===== config.mk =====
export PLATFORM = sky130hd
export DESIGN_NAME = instruction_fetch_flat
export DESIGN_NICKNAME = d
export VERILOG_FILES = /design/src/rtl/instruction_fetch_pkg.sv /design/src/rtl/instruction_fetch_if.sv /design/src/rtl/instruction_memory.sv /design/src/rtl/instruction_fetch.sv /design/src/flat_wrapper.sv
export SDC_FILE = /design/constraint.sdc
export NUM_CORES = 2
export LEC_CHECK = 0
export BUFFER_PORTS_ARGS = -buffer_cell sky130_fd_sc_hd__buf_2
export CAP_MARGIN = 20
export CORE_ASPECT_RATIO = 1.75
export CORE_MARGIN = 1.5
export CORE_UTILIZATION = 55
export DETAILED_ROUTE_END_ITERATION = 8
export HOLD_SLACK_MARGIN = 0.08
export PLACE_DENSITY_LB_ADDON = 0.12
export SLEW_MARGIN = 20
export SYNTH_ARGS = -nofsm -noshare
export SYNTH_HDL_FRONTEND = slang
export SYNTH_SLANG_ARGS = --single-unit
export TNS_END_PERCENT = 30

===== constraint.sdc =====
create_clock -name clk -period 12.3 [get_ports clk]
set_clock_uncertainty 0.05 [all_clocks]
set_input_delay 2.46 -clock clk [delete_from_list [all_inputs] [get_ports clk]]
set_output_delay 2.46 -clock clk [all_outputs]
set_load 0.01 [all_outputs]

===== src/rtl/instruction_fetch_pkg.sv =====
// rtl/instruction_fetch_pkg.sv - shared constants and next-PC select encoding for the fetch stage
package instruction_fetch_pkg;

    localparam logic [31:0] NOP_WORD  = 32'h0000_0000;
    localparam logic [31:0] HALT_WORD = 32'hFFFF_FFFF;

    typedef enum logic [2:0] {
        SEL_LOAD,
        SEL_HOLD,
        SEL_JR,
        SEL_J,
        SEL_BR,
        SEL_SEQ
    } pc_sel_e;

endpackage


===== src/rtl/instruction_fetch_if.sv =====
// rtl/instruction_fetch_if.sv - control, program-load and IF/ID signals of the fetch stage
interface instruction_fetch_if #(
    parameter int SIZE      = 32,
    parameter int MEM_DEPTH = 64,
    parameter int ADDR_W    = $clog2(MEM_DEPTH)
);
    logic              i_stall;
    logic              i_jump;
    logic [25:0]       i_jump_dir;
    logic              i_branch;
    logic [SIZE-1:0]   i_branch_target;
    logic              i_jump_reg;
    logic [SIZE-1:0]   i_jr_target;
    logic              i_load_en;
    logic [ADDR_W-1:0] i_load_addr;
    logic [SIZE-1:0]   i_load_data;
    logic [SIZE-1:0]   o_pc;
    logic [SIZE-1:0]   o_instruction;
    logic [SIZE-1:0]   o_pc_next;
    logic              o_halt;

    modport master (
        output i_stall, i_jump, i_jump_dir, i_branch, i_branch_target,
               i_jump_reg, i_jr_target, i_load_en, i_load_addr, i_load_data,
        input  o_pc, o_instruction, o_pc_next, o_halt
    );

    modport slave (
        input  i_stall, i_jump, i_jump_dir, i_branch, i_branch_target,
               i_jump_reg, i_jr_target, i_load_en, i_load_addr, i_load_data,
        output o_pc, o_instruction, o_pc_next, o_halt
    );
endinterface


===== src/rtl/instruction_memory.sv =====
// rtl/instruction_memory.sv - program memory: synchronous write port, combinational read port
module instruction_memory #(
    parameter int SIZE      = 32,
    parameter int MEM_DEPTH = 64,
    parameter int ADDR_W    = $clog2(MEM_DEPTH)
) (
    input  logic              clk,
    input  logic              we,
    input  logic [ADDR_W-1:0] waddr,
    input  logic [SIZE-1:0]   wdata,
    input  logic [ADDR_W-1:0] raddr,
    output logic [SIZE-1:0]   rdata
);
    // No reset: program contents survive rst.
    logic [SIZE-1:0] mem [MEM_DEPTH];

    always_ff @(posedge clk) begin
        if (we) begin
            mem[waddr] <= wdata;
        end
    end

    assign rdata = mem[raddr];
endmodule


===== src/rtl/instruction_fetch.sv =====
// rtl/instruction_fetch.sv - MIPS fetch stage: PC, next-PC mux, IF/ID register; halt detection under IF_HALT_DETECT_EN
module instruction_fetch
    import instruction_fetch_pkg::*;
#(
    parameter int SIZE      = 32,
    parameter int MEM_DEPTH = 64,
    parameter int ADDR_W    = $clog2(MEM_DEPTH)
) (
    input  logic               clk,
    input  logic               rst,
    instruction_fetch_if.slave bus
);
    logic [SIZE-1:0] pc_q, pc_d;
    logic [SIZE-1:0] if_pc_q, if_pc_d;
    logic [SIZE-1:0] if_instr_q, if_instr_d;
    logic [SIZE-1:0] mem_word;
    logic            halt_q, halt_d;
    logic            halt_hit;
    pc_sel_e         pc_sel;

    instruction_memory #(
        .SIZE      (SIZE),
        .MEM_DEPTH (MEM_DEPTH),
        .ADDR_W    (ADDR_W)
    ) u_imem (
        .clk   (clk),
        .we    (bus.i_load_en),
        .waddr (bus.i_load_addr),
        .wdata (bus.i_load_data),
        .raddr (pc_q[ADDR_W-1:0]),
        .rdata (mem_word)
    );

    always_comb begin
        pc_sel = SEL_SEQ;
        if (bus.i_load_en) begin
            pc_sel = SEL_LOAD;
        end else if (bus.i_stall) begin
            pc_sel = SEL_HOLD;
        end else if (bus.i_jump_reg) begin
            pc_sel = SEL_JR;
        end else if (bus.i_jump) begin
            pc_sel = SEL_J;
        end else if (bus.i_branch) begin
            pc_sel = SEL_BR;
        end
    end

`ifdef IF_HALT_DETECT_EN
    // Only a plain sequential fetch can see the halt word; redirects win.
    assign halt_hit = (pc_sel == SEL_SEQ) && (mem_word == HALT_WORD);
`else
    assign halt_hit = 1'b0;
`endif

    always_comb begin
        pc_d       = pc_q;
        if_pc_d    = if_pc_q;
        if_instr_d = if_instr_q;
        halt_d     = halt_q;
        case (pc_sel)
            SEL_LOAD: begin
                pc_d       = '0;
                if_pc_d    = '0;
                if_instr_d = NOP_WORD;
                halt_d     = 1'b0;
            end
            SEL_HOLD: begin
            end
            default: begin
                if (halt_q || halt_hit) begin
                    if_pc_d    = '0;
                    if_instr_d = NOP_WORD;
                    halt_d     = 1'b1;
                end else if (pc_sel == SEL_SEQ) begin
                    pc_d       = pc_q + 1'b1;
                    if_pc_d    = pc_q;
                    if_instr_d = mem_word;
                end else begin
                    // Redirect: squash the wrong-path word with a bubble.
                    if_pc_d    = '0;
                    if_instr_d = NOP_WORD;
                    case (pc_sel)
                        SEL_JR:  pc_d = bus.i_jr_target;
                        SEL_J:   pc_d = {if_pc_q[SIZE-1:26], bus.i_jump_dir};
                        default: pc_d = bus.i_branch_target;
                    endcase
                end
            end
        endcase
    end

    always_ff @(posedge clk) begin
        if (rst) begin
            pc_q       <= '0;
            if_pc_q    <= '0;
            if_instr_q <= NOP_WORD;
            halt_q     <= 1'b0;
        end else begin
            pc_q       <= pc_d;
            if_pc_q    <= if_pc_d;
            if_instr_q <= if_instr_d;
            halt_q     <= halt_d;
        end
    end

    assign bus.o_pc          = if_pc_q;
    assign bus.o_instruction = if_instr_q;
    assign bus.o_pc_next     = pc_q;
    assign bus.o_halt        = halt_q;
endmodule


===== src/flat_wrapper.sv =====
// flat-port wrapper written by rule: the top's interface ports become plain ports
module instruction_fetch_flat import instruction_fetch_pkg::*;
#(
    parameter int SIZE      = 32,
    parameter int MEM_DEPTH = 64,
    parameter int ADDR_W    = $clog2(MEM_DEPTH)
)
  (clk, rst, bus_i_stall, bus_i_jump, bus_i_jump_dir, bus_i_branch, bus_i_branch_target, bus_i_jump_reg, bus_i_jr_target, bus_i_load_en, bus_i_load_addr, bus_i_load_data, bus_o_pc, bus_o_instruction, bus_o_pc_next, bus_o_halt);
  instruction_fetch_if #(.SIZE(SIZE), .MEM_DEPTH(MEM_DEPTH), .ADDR_W(ADDR_W)) bus_i ();
  input  logic clk;
  input  logic rst;
  input wire logic [$bits(bus_i.i_stall)-1:0] bus_i_stall;
  input wire logic [$bits(bus_i.i_jump)-1:0] bus_i_jump;
  input wire logic [$bits(bus_i.i_jump_dir)-1:0] bus_i_jump_dir;
  input wire logic [$bits(bus_i.i_branch)-1:0] bus_i_branch;
  input wire logic [$bits(bus_i.i_branch_target)-1:0] bus_i_branch_target;
  input wire logic [$bits(bus_i.i_jump_reg)-1:0] bus_i_jump_reg;
  input wire logic [$bits(bus_i.i_jr_target)-1:0] bus_i_jr_target;
  input wire logic [$bits(bus_i.i_load_en)-1:0] bus_i_load_en;
  input wire logic [$bits(bus_i.i_load_addr)-1:0] bus_i_load_addr;
  input wire logic [$bits(bus_i.i_load_data)-1:0] bus_i_load_data;
  output wire logic [$bits(bus_i.o_pc)-1:0] bus_o_pc;
  output wire logic [$bits(bus_i.o_instruction)-1:0] bus_o_instruction;
  output wire logic [$bits(bus_i.o_pc_next)-1:0] bus_o_pc_next;
  output wire logic [$bits(bus_i.o_halt)-1:0] bus_o_halt;
  assign bus_i.i_stall = bus_i_stall;
  assign bus_i.i_jump = bus_i_jump;
  assign bus_i.i_jump_dir = bus_i_jump_dir;
  assign bus_i.i_branch = bus_i_branch;
  assign bus_i.i_branch_target = bus_i_branch_target;
  assign bus_i.i_jump_reg = bus_i_jump_reg;
  assign bus_i.i_jr_target = bus_i_jr_target;
  assign bus_i.i_load_en = bus_i_load_en;
  assign bus_i.i_load_addr = bus_i_load_addr;
  assign bus_i.i_load_data = bus_i_load_data;
  assign bus_o_pc = bus_i.o_pc;
  assign bus_o_instruction = bus_i.o_instruction;
  assign bus_o_pc_next = bus_i.o_pc_next;
  assign bus_o_halt = bus_i.o_halt;
  instruction_fetch #(.SIZE(SIZE), .MEM_DEPTH(MEM_DEPTH), .ADDR_W(ADDR_W)) u_core (.clk(clk), .rst(rst), .bus(bus_i));
endmodule

==> impl_metrics.json <==
{
  "post_cts_resized": 0,
  "ys_ff_latch": 2150,
  "drc": 0,
  "grt.met3_usage_pct": 5.589,
  "status": "finished, final reports clean",
  "cts_made_buffers": 180,
  "dpl_cell_area_mm2": 0.08788,
  "hold_viol_final": 0,
  "core_region_area_mm2": 0.1516,
  "synthCells": 4136,
  "dr.pass1.iters": 7,
  "ys_seq_area_share_pct": 75.67,
  "grt_util_all_layers_pct": 30.98,
  "grt_pass1_vias": 43350,
  "slew_viol_final": 0,
  "p_leak_nw": 28.88,
  "path_class": "in -> reg",
  "period_minus_slack_ns": 5.209,
  "overflow": 0,
  "drt_iter0_markers": 5591,
  "cts_tree": "done",
  "avgSynthCellArea_um2": 20.30,
  "synth_edf_count": 2048,
  "crit_path_end_kind": "flop",
  "min-delay-start": "u_core.bus.o_pc[15]",
  "yosysWarningCount": 0,
  "grt_pass1_wl_mm": 333.1,
  "post_drt_wl_per_cell_um": 36.29,
  "cp-start-kind": "primary input",
  "fill_cells": 10550,
  "worst-path-max-fanout": 17,
  "tns_ns": 0,
  "pin_count": 232,
  "finish.instance_area_mm2": 0.09365,
  "viasPerCell": 6.721,
  "synth.net_count": 4272,
  "antenna_found_initial": 18,
  "total_power_mw": 14.44,
  "slew_headroom_pct": 24.84,
  "max_freq_mhz": 192.0,
  "die_area_mm2": 0.1551,
  "clockBufferDepth": 3,
  "path_clk_slew_ns": 0.07,
  "fp.dieH_um": 519.9,
  "crit_start": "bus_i_load_en",
  "cts_sinks": 2150,
  "grt_setup_unrepaired": "false",
  "synth_ff_type": "edfxtp_1",
  "dieWidth_um": 298.4,
  "gr-usage-met2_pct": 52.54,
  "holdWs_ns": 0.4055,
  "rows": 189,
  "synth_top_area_share_pct": 73.24,
  "wl_mm": 239.9,
  "power_density_mw_per_mm2": 154.2,
  "synth.distinct_cells": 74,
  "fin_util_pct": 61.78,
  "syn_to_final_growth_pct": 11.53,
  "dr_total_vias": 44420,
  "arrival_ns": 5.62,
  "synth_area_leaders": "edfxtp_1 (73%), mux4_2 (13%), mux2i_1 (2.5%)",
  "met1_usage_pct": 38.94,
  "drive_gt1_share_pct": 26.41,
  "tightest_slew_ns": 1.119,
  "start_util_pct": 55.39,
  "clk_latency_ns": 0.82,
  "max-vdd-ir-drop_v": 0.0001506,
  "cts_setup_buffers": 0,
  "cts_root_buffer": "clkbuf_16",
  "cp.required_ns": 12.71,
  "min_period_over_period_pct": 42.35,
  "ctsHoldBuffers": 0,
  "setup_viol": 0,
  "grt_max_degree": 116,
  "nets": 4585,
  "dp_hpwl_mm": 142.2,
  "gp_congestion": 0.9106,
  "hold_class": "reg -> reg",
  "final_antenna_net_count": 0,
  "io_buffer_count": 230,
  "max-cap-violations": 0,
  "grt_busiest_layer": "met2",
  "htree_levels": 4,
  "synthArstFlopShare_pct": 0,
  "yosysTopAreaCell": "edfxtp_1",
  "synthesis.area_mm2": 0.08397
}
==> power breakdown <==
group          leakage (nW)  total (mW)  switching, mW  internal [mW]
Sequential             19.3        8.09         0.0313           8.06
Clock                  2.79        5.65           2.61           3.04
Combinational          6.83       0.699          0.471          0.228
Total                  28.9        14.4           3.11           11.3
==> final cells by class <==
| cell class | count | area [µm²] | area share, % |
|---|---|---|---|
| flip-flops and latches | 2150 | 63560 | 67.87 |
| repair buffers | 378 | 2397 | 2.560 |
| clock inverters | 87 | 837.1 | 0.8938 |
| clock buffers | 247 | 4898 | 5.231 |
| multi-input cells | 1730 | 19400 | 20.72 |
| well taps | 2005 | 2509 | 2.679 |
| inverters | 9 | 33.78 | 0.03607 |
| diodes | 4 | 10.01 | 0.01069 |
==> registers in the layout, indices dropped and copies added (netlist names), named ones only <==
register	count
u_core.bus.o_instruction	32
u_core.bus.o_pc	32
u_core.u_imem.mem	2048
u_core.bus.o_pc_next	32
==> critical path, cell delays in order <==
cell     delay, ns
buf_2         0.31
nor2b_1       0.66
nand3_1       0.65
nor2_4        0.96
buf_4         0.51
==> cells by family (layout without fill, tap and decap cells) <==
logic type	count (synthesis)	after routing	share of synthesized area (%)
other	1	5	0.004466
AO/OA/AOI/OAI	429	429	3.572
flip-flops	2150	2150	75.67
AND/OR/NAND/NOR	584	584	3.313
adder cells (fa/ha/maj)	1	1	0.01490
XOR/XNOR	6	6	0.06258
buffers and inverters	256	721	1.812
multiplexers	709	709	15.55
==> synthesized netlist by cell type (all sizes together) (15+ instances only) <==
| master | instances |
|---|---|
| a211oi | 31 |
| a21oi | 63 |
| a221oi | 20 |
| a22oi | 71 |
| a31oi | 25 |
| buf | 158 |
| clkbuf | 89 |
| dfxtp | 102 |
| edfxtp | 2048 |
| mux2 | 22 |
| mux2i | 213 |
| mux4 | 474 |
| nand2 | 176 |
| nand2b | 21 |
| nand3 | 52 |
| nand4 | 27 |
| nor2 | 158 |
| nor2b | 21 |
| nor3 | 45 |
| nor4 | 15 |
| o211ai | 19 |
| o21ai | 43 |
| o22ai | 66 |
| or3 | 16 |
==> layer usage <==
| metal | vias to the layer above | routed length (µm) |
|---|---|---|
| li1 | 17810 | - |
| met1 | 23590 | 84940 |
| met2 | 2477 | 122400 |
| met3 | 534 | 19990 |
| met4 | 16 | 12440 |
| met5 | - | 103 |
==> path summary, 6_finish.rpt <==
kind,slack (ns),end,depth (start not counted)
max,7.09,u_core.u_imem.mem[3][14],5
min,0.41,u_core.bus.o_pc[15],2
max reg2reg,7.89,u_core.bus.o_instruction[14],7
min reg2reg,0.41,u_core.bus.o_pc[15],2
==> stage by stage <==
| stage | setup slack (ns) | std cells |
|---|---|---|
| 2_1_floorplan | 6.364 | 4136 |
| 3_3_place_gp | 6.470 | 6270 |
| 3_5_place_dp | 6.439 | 6272 |
| 4_1_cts | 7.311 | 6606 |
| 5_1_grt | 7.111 | 6608 |
| 6_report | 7.091 | 6610 |
==> cell usage in the layout, fill, tap and decap left out, types with 9 or more instances in the layout <==
master / count
clkbuf_1: 55
o21ai_0: 43
clkbuf_8: 10
mux2i_1: 212
o31ai_1: 10
a211oi_1: 31
and3_1: 10
nor2_4: 60
edfxtp_1: 2048
a22oi_1: 71
buf_4: 148
a221oi_1: 19
dfxtp_1: 96
nor4_1: 12
mux2_2: 22
bufinv_16: 11
mux4_2: 474
nand2_1: 175
clkinv_2: 26
nand4_1: 27
nand3_1: 52
buf_12: 9
o22ai_1: 66
clkinv_1: 34
a211o_1: 11
clkbuf_16: 182
a21oi_1: 63
nor3_1: 39
o211ai_1: 19
nor2_1: 96
a31oi_1: 25
nand2b_1: 21
nor2b_1: 20
or3_1: 16
and2_1: 10
buf_2: 221
Power figures use the tool's default switching activity.
